`src/rtl/xgs_tpg_pkg.sv`:
```
// Shared types and constants for the XGS multi-lane test-pattern generator.
package xgs_tpg_pkg;

  // Pattern selector, encoded as the cfg_mode register field.
  typedef enum logic [1:0] {
    RAMP    = 2'd0,
    CONST   = 2'd1,
    CHECKER = 2'd2,
    LFSR    = 2'd3
  } tpg_mode_e;

  // Frame sequencer states.
  typedef enum logic [1:0] {
    IDLE   = 2'd0,
    LINE   = 2'd1,
    HBLANK = 2'd2,
    DONE   = 2'd3
  } tpg_state_e;

  localparam logic [15:0] LFSR_RESET = 16'hACE1;
  // x^16 + x^14 + x^13 + x^11 + 1 -> state bits 15, 13, 12, 10.
  localparam logic [15:0] LFSR_TAPS  = 16'hB400;

  // One Fibonacci step: XOR of tapped bits shifts in at the LSB.
  function automatic logic [15:0] lfsr_next(input logic [15:0] s);
    return {s[14:0], ^(s & LFSR_TAPS)};
  endfunction

endpackage

```
`src/rtl/xgs_tpg_lfsr.sv`:
```
// 16-bit Fibonacci LFSR with synchronous load and advance strobes.
module xgs_tpg_lfsr
  import xgs_tpg_pkg::*;
(
  input  logic        sclk,
  input  logic        srst,
  input  logic        load,
  input  logic [15:0] seed,
  input  logic        advance,
  output logic [15:0] state
);

  // Load has priority so a frame start always begins from the seed.
  always_ff @(posedge sclk or posedge srst) begin
    if (srst)         state <= LFSR_RESET;
    else if (load)    state <= seed;
    else if (advance) state <= lfsr_next(state);
  end

endmodule

```
`src/rtl/xgs_tpg_multilane.sv`:
```
// Multi-lane test-pattern generator: one frame of NUM_LANES pixels per beat,
// framed by SOF/EOL, with runtime pattern, geometry and horizontal blanking.
// Optional feature macro: XGS_TPG_CHECKSUM_EN (per-frame pixel sum).
//
// Handshake: a beat is transferred on a cycle where tvalid && tready. Once
// tvalid is high, tvalid/tdata/tuser_sof/tlast_eol stay unchanged until that
// transfer happens; tvalid never depends combinationally on tready.
module xgs_tpg_multilane
  import xgs_tpg_pkg::*;
#(
  parameter int NUM_LANES  = 6,
  parameter int PIX_WIDTH  = 12,
  parameter int XCNT_WIDTH = 13,
  parameter int YCNT_WIDTH = 12
) (
  input  logic                           sclk,
  input  logic                           srst,
  input  logic                           cfg_start,
  input  logic                           cfg_abort,
  input  logic [1:0]                     cfg_mode,
  input  logic [XCNT_WIDTH-1:0]          cfg_line_beats,
  input  logic [YCNT_WIDTH-1:0]          cfg_lines,
  input  logic [7:0]                     cfg_hblank,
  input  logic [PIX_WIDTH-1:0]           cfg_seed,
  input  logic                           tready,
  output logic                           tvalid,
  output logic [NUM_LANES*PIX_WIDTH-1:0] tdata,
  output logic                           tuser_sof,
  output logic                           tlast_eol,
  output logic                           busy,
  output logic                           done,
  output logic [15:0]                    frame_cnt,
  output logic [31:0]                    frame_checksum,
  output tpg_state_e                     dbg_state
);

  tpg_state_e              state_q, state_d;
  tpg_mode_e               mode_q;
  logic [XCNT_WIDTH-1:0]   beats_q, x_q;
  logic [YCNT_WIDTH-1:0]   lines_q, y_q;
  logic [7:0]              hblank_q, blank_q;
  logic [PIX_WIDTH-1:0]    seed_q;
  logic [15:0]             frame_cnt_q;
  logic [15:0]             lfsr_state, seed_ext;
  logic [PIX_WIDTH-1:0]    pix [NUM_LANES];
  logic                    accept, last_x, last_y;
  logic                    cfg_load, beat_inc, line_adv, blank_load, cnt_inc;
  logic                    unused_lfsr_hi;

  assign accept = (state_q == LINE) && tready;
  assign last_x = (x_q == beats_q - XCNT_WIDTH'(1));
  assign last_y = (y_q == lines_q - YCNT_WIDTH'(1));

  // Sequencer state register.
  always_ff @(posedge sclk or posedge srst) begin
    if (srst) state_q <= IDLE;
    else      state_q <= state_d;
  end

  // Next state and datapath strobes; a completed last beat counts as a
  // normal frame even if abort is raised on that same beat.
  always_comb begin
    state_d    = state_q;
    cfg_load   = 1'b0;
    beat_inc   = 1'b0;
    line_adv   = 1'b0;
    blank_load = 1'b0;
    cnt_inc    = 1'b0;
    case (state_q)
      IDLE: begin
        if (cfg_start && !cfg_abort) begin
          cfg_load = 1'b1;
          state_d  = (cfg_line_beats == '0 || cfg_lines == '0) ? DONE : LINE;
        end
      end
      LINE: begin
        if (accept) begin
          if (last_x && last_y) begin
            state_d = DONE;
            cnt_inc = 1'b1;
          end else if (cfg_abort) begin
            state_d = DONE;
          end else if (last_x) begin
            line_adv = 1'b1;
            if (hblank_q != 8'd0) begin
              state_d    = HBLANK;
              blank_load = 1'b1;
            end
          end else begin
            beat_inc = 1'b1;
          end
        end
      end
      HBLANK: begin
        if (cfg_abort)             state_d = DONE;
        else if (blank_q == 8'd1)  state_d = LINE;
      end
      DONE:    state_d = IDLE;
      default: state_d = IDLE;
    endcase
  end

  // Configuration capture, beat/line/blank counters and completed-frame count.
  always_ff @(posedge sclk or posedge srst) begin
    if (srst) begin
      mode_q      <= RAMP;
      beats_q     <= '0;
      lines_q     <= '0;
      hblank_q    <= '0;
      seed_q      <= '0;
      x_q         <= '0;
      y_q         <= '0;
      blank_q     <= '0;
      frame_cnt_q <= '0;
    end else begin
      if (cfg_load) begin
        mode_q   <= tpg_mode_e'(cfg_mode);
        beats_q  <= cfg_line_beats;
        lines_q  <= cfg_lines;
        hblank_q <= cfg_hblank;
        seed_q   <= cfg_seed;
        x_q      <= '0;
        y_q      <= '0;
      end else if (line_adv) begin
        x_q <= '0;
        y_q <= y_q + YCNT_WIDTH'(1);
      end else if (beat_inc) begin
        x_q <= x_q + XCNT_WIDTH'(1);
      end
      if (blank_load)              blank_q <= hblank_q;
      else if (state_q == HBLANK)  blank_q <= blank_q - 8'd1;
      if (cnt_inc) frame_cnt_q <= frame_cnt_q + 16'd1;
    end
  end

  // Seed occupies the LFSR low bits; an all-zero state would lock up.
  always_comb begin
    seed_ext = LFSR_RESET;
    seed_ext[PIX_WIDTH-1:0] = cfg_seed;
    if (seed_ext == 16'h0) seed_ext = LFSR_RESET;
  end

  xgs_tpg_lfsr u_lfsr (
    .sclk    (sclk),
    .srst    (srst),
    .load    (cfg_load),
    .seed    (seed_ext),
    .advance (accept),
    .state   (lfsr_state)
  );

  assign unused_lfsr_hi = ^lfsr_state[15:PIX_WIDTH];

  // Pixel mux: every source is a register, so the beat holds while stalled.
  always_comb begin
    logic [PIX_WIDTH-1:0] ramp_base, lfsr_low;
    ramp_base = PIX_WIDTH'(32'(x_q) * NUM_LANES) + seed_q;
    lfsr_low  = lfsr_state[PIX_WIDTH-1:0];
    for (int l = 0; l < NUM_LANES; l++) begin
      case (mode_q)
        RAMP:    pix[l] = ramp_base + PIX_WIDTH'(l);
        CONST:   pix[l] = seed_q;
        CHECKER: pix[l] = {PIX_WIDTH{x_q[0] ^ y_q[0]}};
        LFSR:    pix[l] = (lfsr_low << (l % PIX_WIDTH)) |
                          (lfsr_low >> (PIX_WIDTH - (l % PIX_WIDTH)));
        default: pix[l] = '0;
      endcase
    end
  end

  // Output decode; data forced to zero outside LINE so idle outputs read 0.
  always_comb begin
    tdata = '0;
    for (int l = 0; l < NUM_LANES; l++)
      tdata[l*PIX_WIDTH +: PIX_WIDTH] = (state_q == LINE) ? pix[l] : '0;
  end

  assign tvalid    = (state_q == LINE);
  assign tuser_sof = tvalid && (x_q == '0) && (y_q == '0);
  assign tlast_eol = tvalid && last_x;
  assign busy      = (state_q != IDLE);
  assign done      = (state_q == DONE);
  assign frame_cnt = frame_cnt_q;
  assign dbg_state = state_q;

`ifdef XGS_TPG_CHECKSUM_EN
  logic [31:0] beat_sum, checksum_q;

  // Sum of the lanes of the beat currently presented.
  always_comb begin
    beat_sum = '0;
    for (int l = 0; l < NUM_LANES; l++) beat_sum = beat_sum + 32'(pix[l]);
  end

  // Frame checksum: cleared on start, accumulates accepted beats only.
  always_ff @(posedge sclk or posedge srst) begin
    if (srst)          checksum_q <= '0;
    else if (cfg_load) checksum_q <= '0;
    else if (accept)   checksum_q <= checksum_q + beat_sum;
  end

  assign frame_checksum = checksum_q;
`else
  assign frame_checksum = 32'h0;
`endif

endmodule

```
`config.mk`:
```
export PLATFORM = sky130hd
export DESIGN_NAME = xgs_tpg_multilane
export DESIGN_NICKNAME = d
export VERILOG_FILES = /design/src/rtl/xgs_tpg_pkg.sv /design/src/rtl/xgs_tpg_lfsr.sv /design/src/rtl/xgs_tpg_multilane.sv
export SDC_FILE = /design/constraint.sdc
export NUM_CORES = 1
export LEC_CHECK = 0
export ABC_AREA = 1
export BUFFER_PORTS_ARGS = -buffer_cell sky130_fd_sc_hd__buf_2
export CAP_MARGIN = 20
export CORE_MARGIN = 2
export CORE_UTILIZATION = 24
export DETAILED_ROUTE_END_ITERATION = 8
export HOLD_SLACK_MARGIN = 0.08
export PLACE_DENSITY = 0.51
export SLEW_MARGIN = 25
export SYNTH_ARGS = -nofsm -noshare
export SYNTH_HDL_FRONTEND = slang
export SYNTH_SLANG_ARGS = --single-unit
```
`constraint.sdc`:
```
create_clock -name sclk -period 5.1 [get_ports sclk]
set_input_delay 0.51 -clock sclk [delete_from_list [all_inputs] [get_ports sclk]]
set_output_delay 0.51 -clock sclk [all_outputs]
set_load 0.01 [all_outputs]
```
==> results.cfg <==
[outcome]
status = complete, no violations

[finish]
layout_common_cells = sky130_fd_sc_hd__nand2_1 (368), sky130_fd_sc_hd__inv_1 (238), sky130_fd_sc_hd__buf_2 (146)
mostFrequentLayoutCell = sky130_fd_sc_hd__nand2_1
insertedDiodeCount = 0
post-route-util_pct = 28.6
finalInstanceArea_um2 = 12000
syn2layout_area_growth_pct = 18.4
post_route_cells_drive_above_1_share_pct = 15.7
fillCellCount = 4669
nets = 1752

[yosys]
post_synth.cell_area_avg_um2 = 6.64
syn-instance-count = 1522
synth_seq_cells = 114
post_synth_instance_area_um2 = 10100
post_synth_num_cell_types = 55
synth_sequential_area_ratio_pct = 28.3
synth-warning-count = 0

[sta]
timing_max_transition_violations_final = 0
timing.final.setup_violations = 0
finClkSkew_ps = 14.6
period_share_pct = 93.4
finalHoldWorstSlack_ps = 196
finalHoldViolations = 0
min_period_ps = 4760
achievable-frequency_mhz = 210
final.setup.worst_slack_ps = 335
worst_slew_pin_slew_ps = 1080
max_slew_margin_pct = 26.9

[cts]
clk_latency_ps = 420
ctsRootBufferMaster = sky130_fd_sc_hd__clkbuf_16
cts_inserted_buffers = 17
cts_num_sinks = 114
setup_buffers_after_cts = 0
clock_path_buffers = 2
post_cts.resized_instances = 0
path_clk_slew_ps = 60
cts-htree-levels = 4
ctsHoldBuffers = 0
cts_tree = yes

[grt]
largest_net_degree_at_the_start_of_global_routing = 81
groute.usage.overall_pct = 15.5
grt_remaining_overflow = 0
grt_pass1_vias = 9585
antenna_found_initial = 1
grt_pass1_wl_um = 53900

[worst_setup_path]
critPathArrivalTime_ps = 4250
timing.critical_path.from_type = flop
worst_ep_required_time_ps = 4590
timing.critical_path.to_type = output port
crit_type = flop to output port
critical_path.max_fanout = 7

[floorplanning]
floorplan.initialDensity_pct = 24.2
die_area_um2 = 43700
die_height_um = 209
core_region_area_um2 = 41800
fp-row-count = 75
ioPinCount = 179
die_w_um = 209

[pwr]
cellLeakagePower_nw = 6.13
power.combinational.fraction_pct = 64.9
power.density_cell_area_nw_per_um2 = 683
p_int_mw = 3.83
peakVddDrop_v = 0.000237
netSwitchingPower_mw = 4.34
seqPwrFrac_pct = 18.9
power_switching_share_pct = 53.2
share_clk_of_total_power_pct = 16.2

[placement]
post-dp-hpwl_um = 26900
finalWeightedCongestion = 0.929
io_buffers = 146
detailed_place.area_um2 = 11300
preCtsSetupSlack_ps = 507

[route]
detail_route.drc_violations = 0
highest-signal-layer = met5
post_drt_wl_per_cell_um = 15.5
wl_met2_um = 15600
firstDrtPassIters = 5
route.vias.total = 10400
drtIter0Drc = 734
routed-wl-met3_um = 1610
drt_wl_total_um = 34200
post_drt_via_cell_ratio = 4.71
wirelength_met1_um = 16200
route.antenna.remaining_nets = 0

[job]
drv.max_cap_violation_count = 0

[hold_path]
worstHoldPathType = primary input to async pin
flip-flops by register name, indices dropped and copies added (netlist names):
signal        flops
beats_q          13
blank_q           8
dbg_state         2
frame_cnt        16
hblank_q          8
lines_q          12
mode_q            2
seed_q           12
u_lfsr.state     16
x_q              13
y_q              12
layer usage:
metal,vias up,GRT usage [%]
met4,2,4.85
met1,4899,21.5
li1,5152,-
met3,45,2.33
met2,312,24.7
met5,-,0
synthesized netlist by cell type (all sizes together):
library cell  count  share of area (%)
and3              2               0.12
a21oi            64                3.2
o22ai             3               0.19
buf              45                3.4
nor4             16               0.99
a211o             1              0.087
nand2           378                 14
dfrtp           106                 26
ha               39                4.8
o21ai           134                7.0
xnor2            18                1.6
a221oi            4               0.35
nand4            20                1.4
or2               3               0.19
dfstp             8                2.1
inv             242                9.0
o221ai           11               0.95
nor3             22                1.3
a21o              1              0.074
a31oi             2               0.12
a221o             2               0.20
clkinv            2              0.074
nand3           128                6.6
a22oi             5               0.37
xor2             44                3.9
clkbuf           29                1.1
o211a             2               0.20
nor3b             1               0.12
conb              1              0.037
nand3b            6               0.45
a2bb2oi           1              0.087
o21bai            1              0.074
fa                2               0.40
o211ai           24                1.8
nor2            144                6.2
o2111ai           1              0.087
a211oi            8               0.59
xnor3             1               0.22
a21boi            1              0.074
power by group through the flow:
stage                     Combinational [mW]  Sequential, mW  Clock [mW]
final                                   5.30            1.55        1.32
after global routing                    5.92            1.60        1.38
after CTS                               5.28            1.54        1.35
after detailed placement                5.24            1.56           0
after global placement                  5.23            1.55           0
after floorplan                         3.61            1.44           0
cell families (layout without fill, tap and decap cells):
group / Yosys count / count (layout) / share of synthesized area, %
other cells: 1 / 32 / 0.0371
buf+inv: 318 / 436 / 13.5
simple gates: 720 / 721 / 31.7
xor+xnor: 63 / 63 / 5.67
flops: 114 / 114 / 28.3
fa+ha+maj: 41 / 41 / 5.23
compound gates: 265 / 265 / 15.5
critical path, stage by stage, from the launching register on:
cell                       delay [ps]
sky130_fd_sc_hd__dfrtp_1          450
sky130_fd_sc_hd__ha_2             240
sky130_fd_sc_hd__inv_1             90
sky130_fd_sc_hd__fa_1             440
sky130_fd_sc_hd__o21ai_2          200
sky130_fd_sc_hd__a21oi_1           80
sky130_fd_sc_hd__o21ai_1          190
sky130_fd_sc_hd__xnor2_1          150
sky130_fd_sc_hd__inv_1             60
sky130_fd_sc_hd__ha_1             360
sky130_fd_sc_hd__nand2_1           90
sky130_fd_sc_hd__nor2_1           100
sky130_fd_sc_hd__nand2_1           60
sky130_fd_sc_hd__o211ai_1         140
sky130_fd_sc_hd__xor2_1           180
sky130_fd_sc_hd__buf_4            170
sky130_fd_sc_hd__nand3_2          160
sky130_fd_sc_hd__nor2_4           180
sky130_fd_sc_hd__nand2_1           70
sky130_fd_sc_hd__nand2_1           60
sky130_fd_sc_hd__nand2_1           50
sky130_fd_sc_hd__a21oi_1          160
sky130_fd_sc_hd__buf_2            160
final timing paths:
| kind | from | end | slack [ps] | depth (start not counted) |
|---|---|---|---|---|
| worst min register to register | u_lfsr.state[13] | u_lfsr.state[13] | 510 | 2 |
| min in group sclk | cfg_hblank[7] | hblank_q[7] | 290 | 3 |
| worst max register to register | beats_q[0] | y_q[10] | 1980 | 14 |
| worst max-delay path | x_q[1] | tdata[71] | 340 | 22 |
| worst min-delay path | srst | hblank_q[7] | 200 | 2 |
| max in group asynchronous | srst | seed_q[11] | 3850 | 3 |
per-stage QoR:
step | power, mW | TNS, ps | cells
after floorplan | 5.06 | 0 | 1553
after global placement | 6.78 | 0 | 2178
after detailed placement | 6.80 | 0 | 2178
after CTS | 8.17 | 0 | 2210
after global routing | 8.90 | -32.6 | 2211
final | 8.17 | 0 | 2211
cell type report:
class | instances | area (um2) | area share, %
multi-input cells | 1122 | 6020 | 50.3
clock inverters | 11 | 176 | 1.48
well taps | 539 | 674 | 5.64
inverters | 244 | 921 | 7.70
repair buffers | 160 | 836 | 6.99
clock buffers | 21 | 470 | 3.93
flip-flops and latches | 114 | 2860 | 23.9
Power figures use the tool's default switching activity.
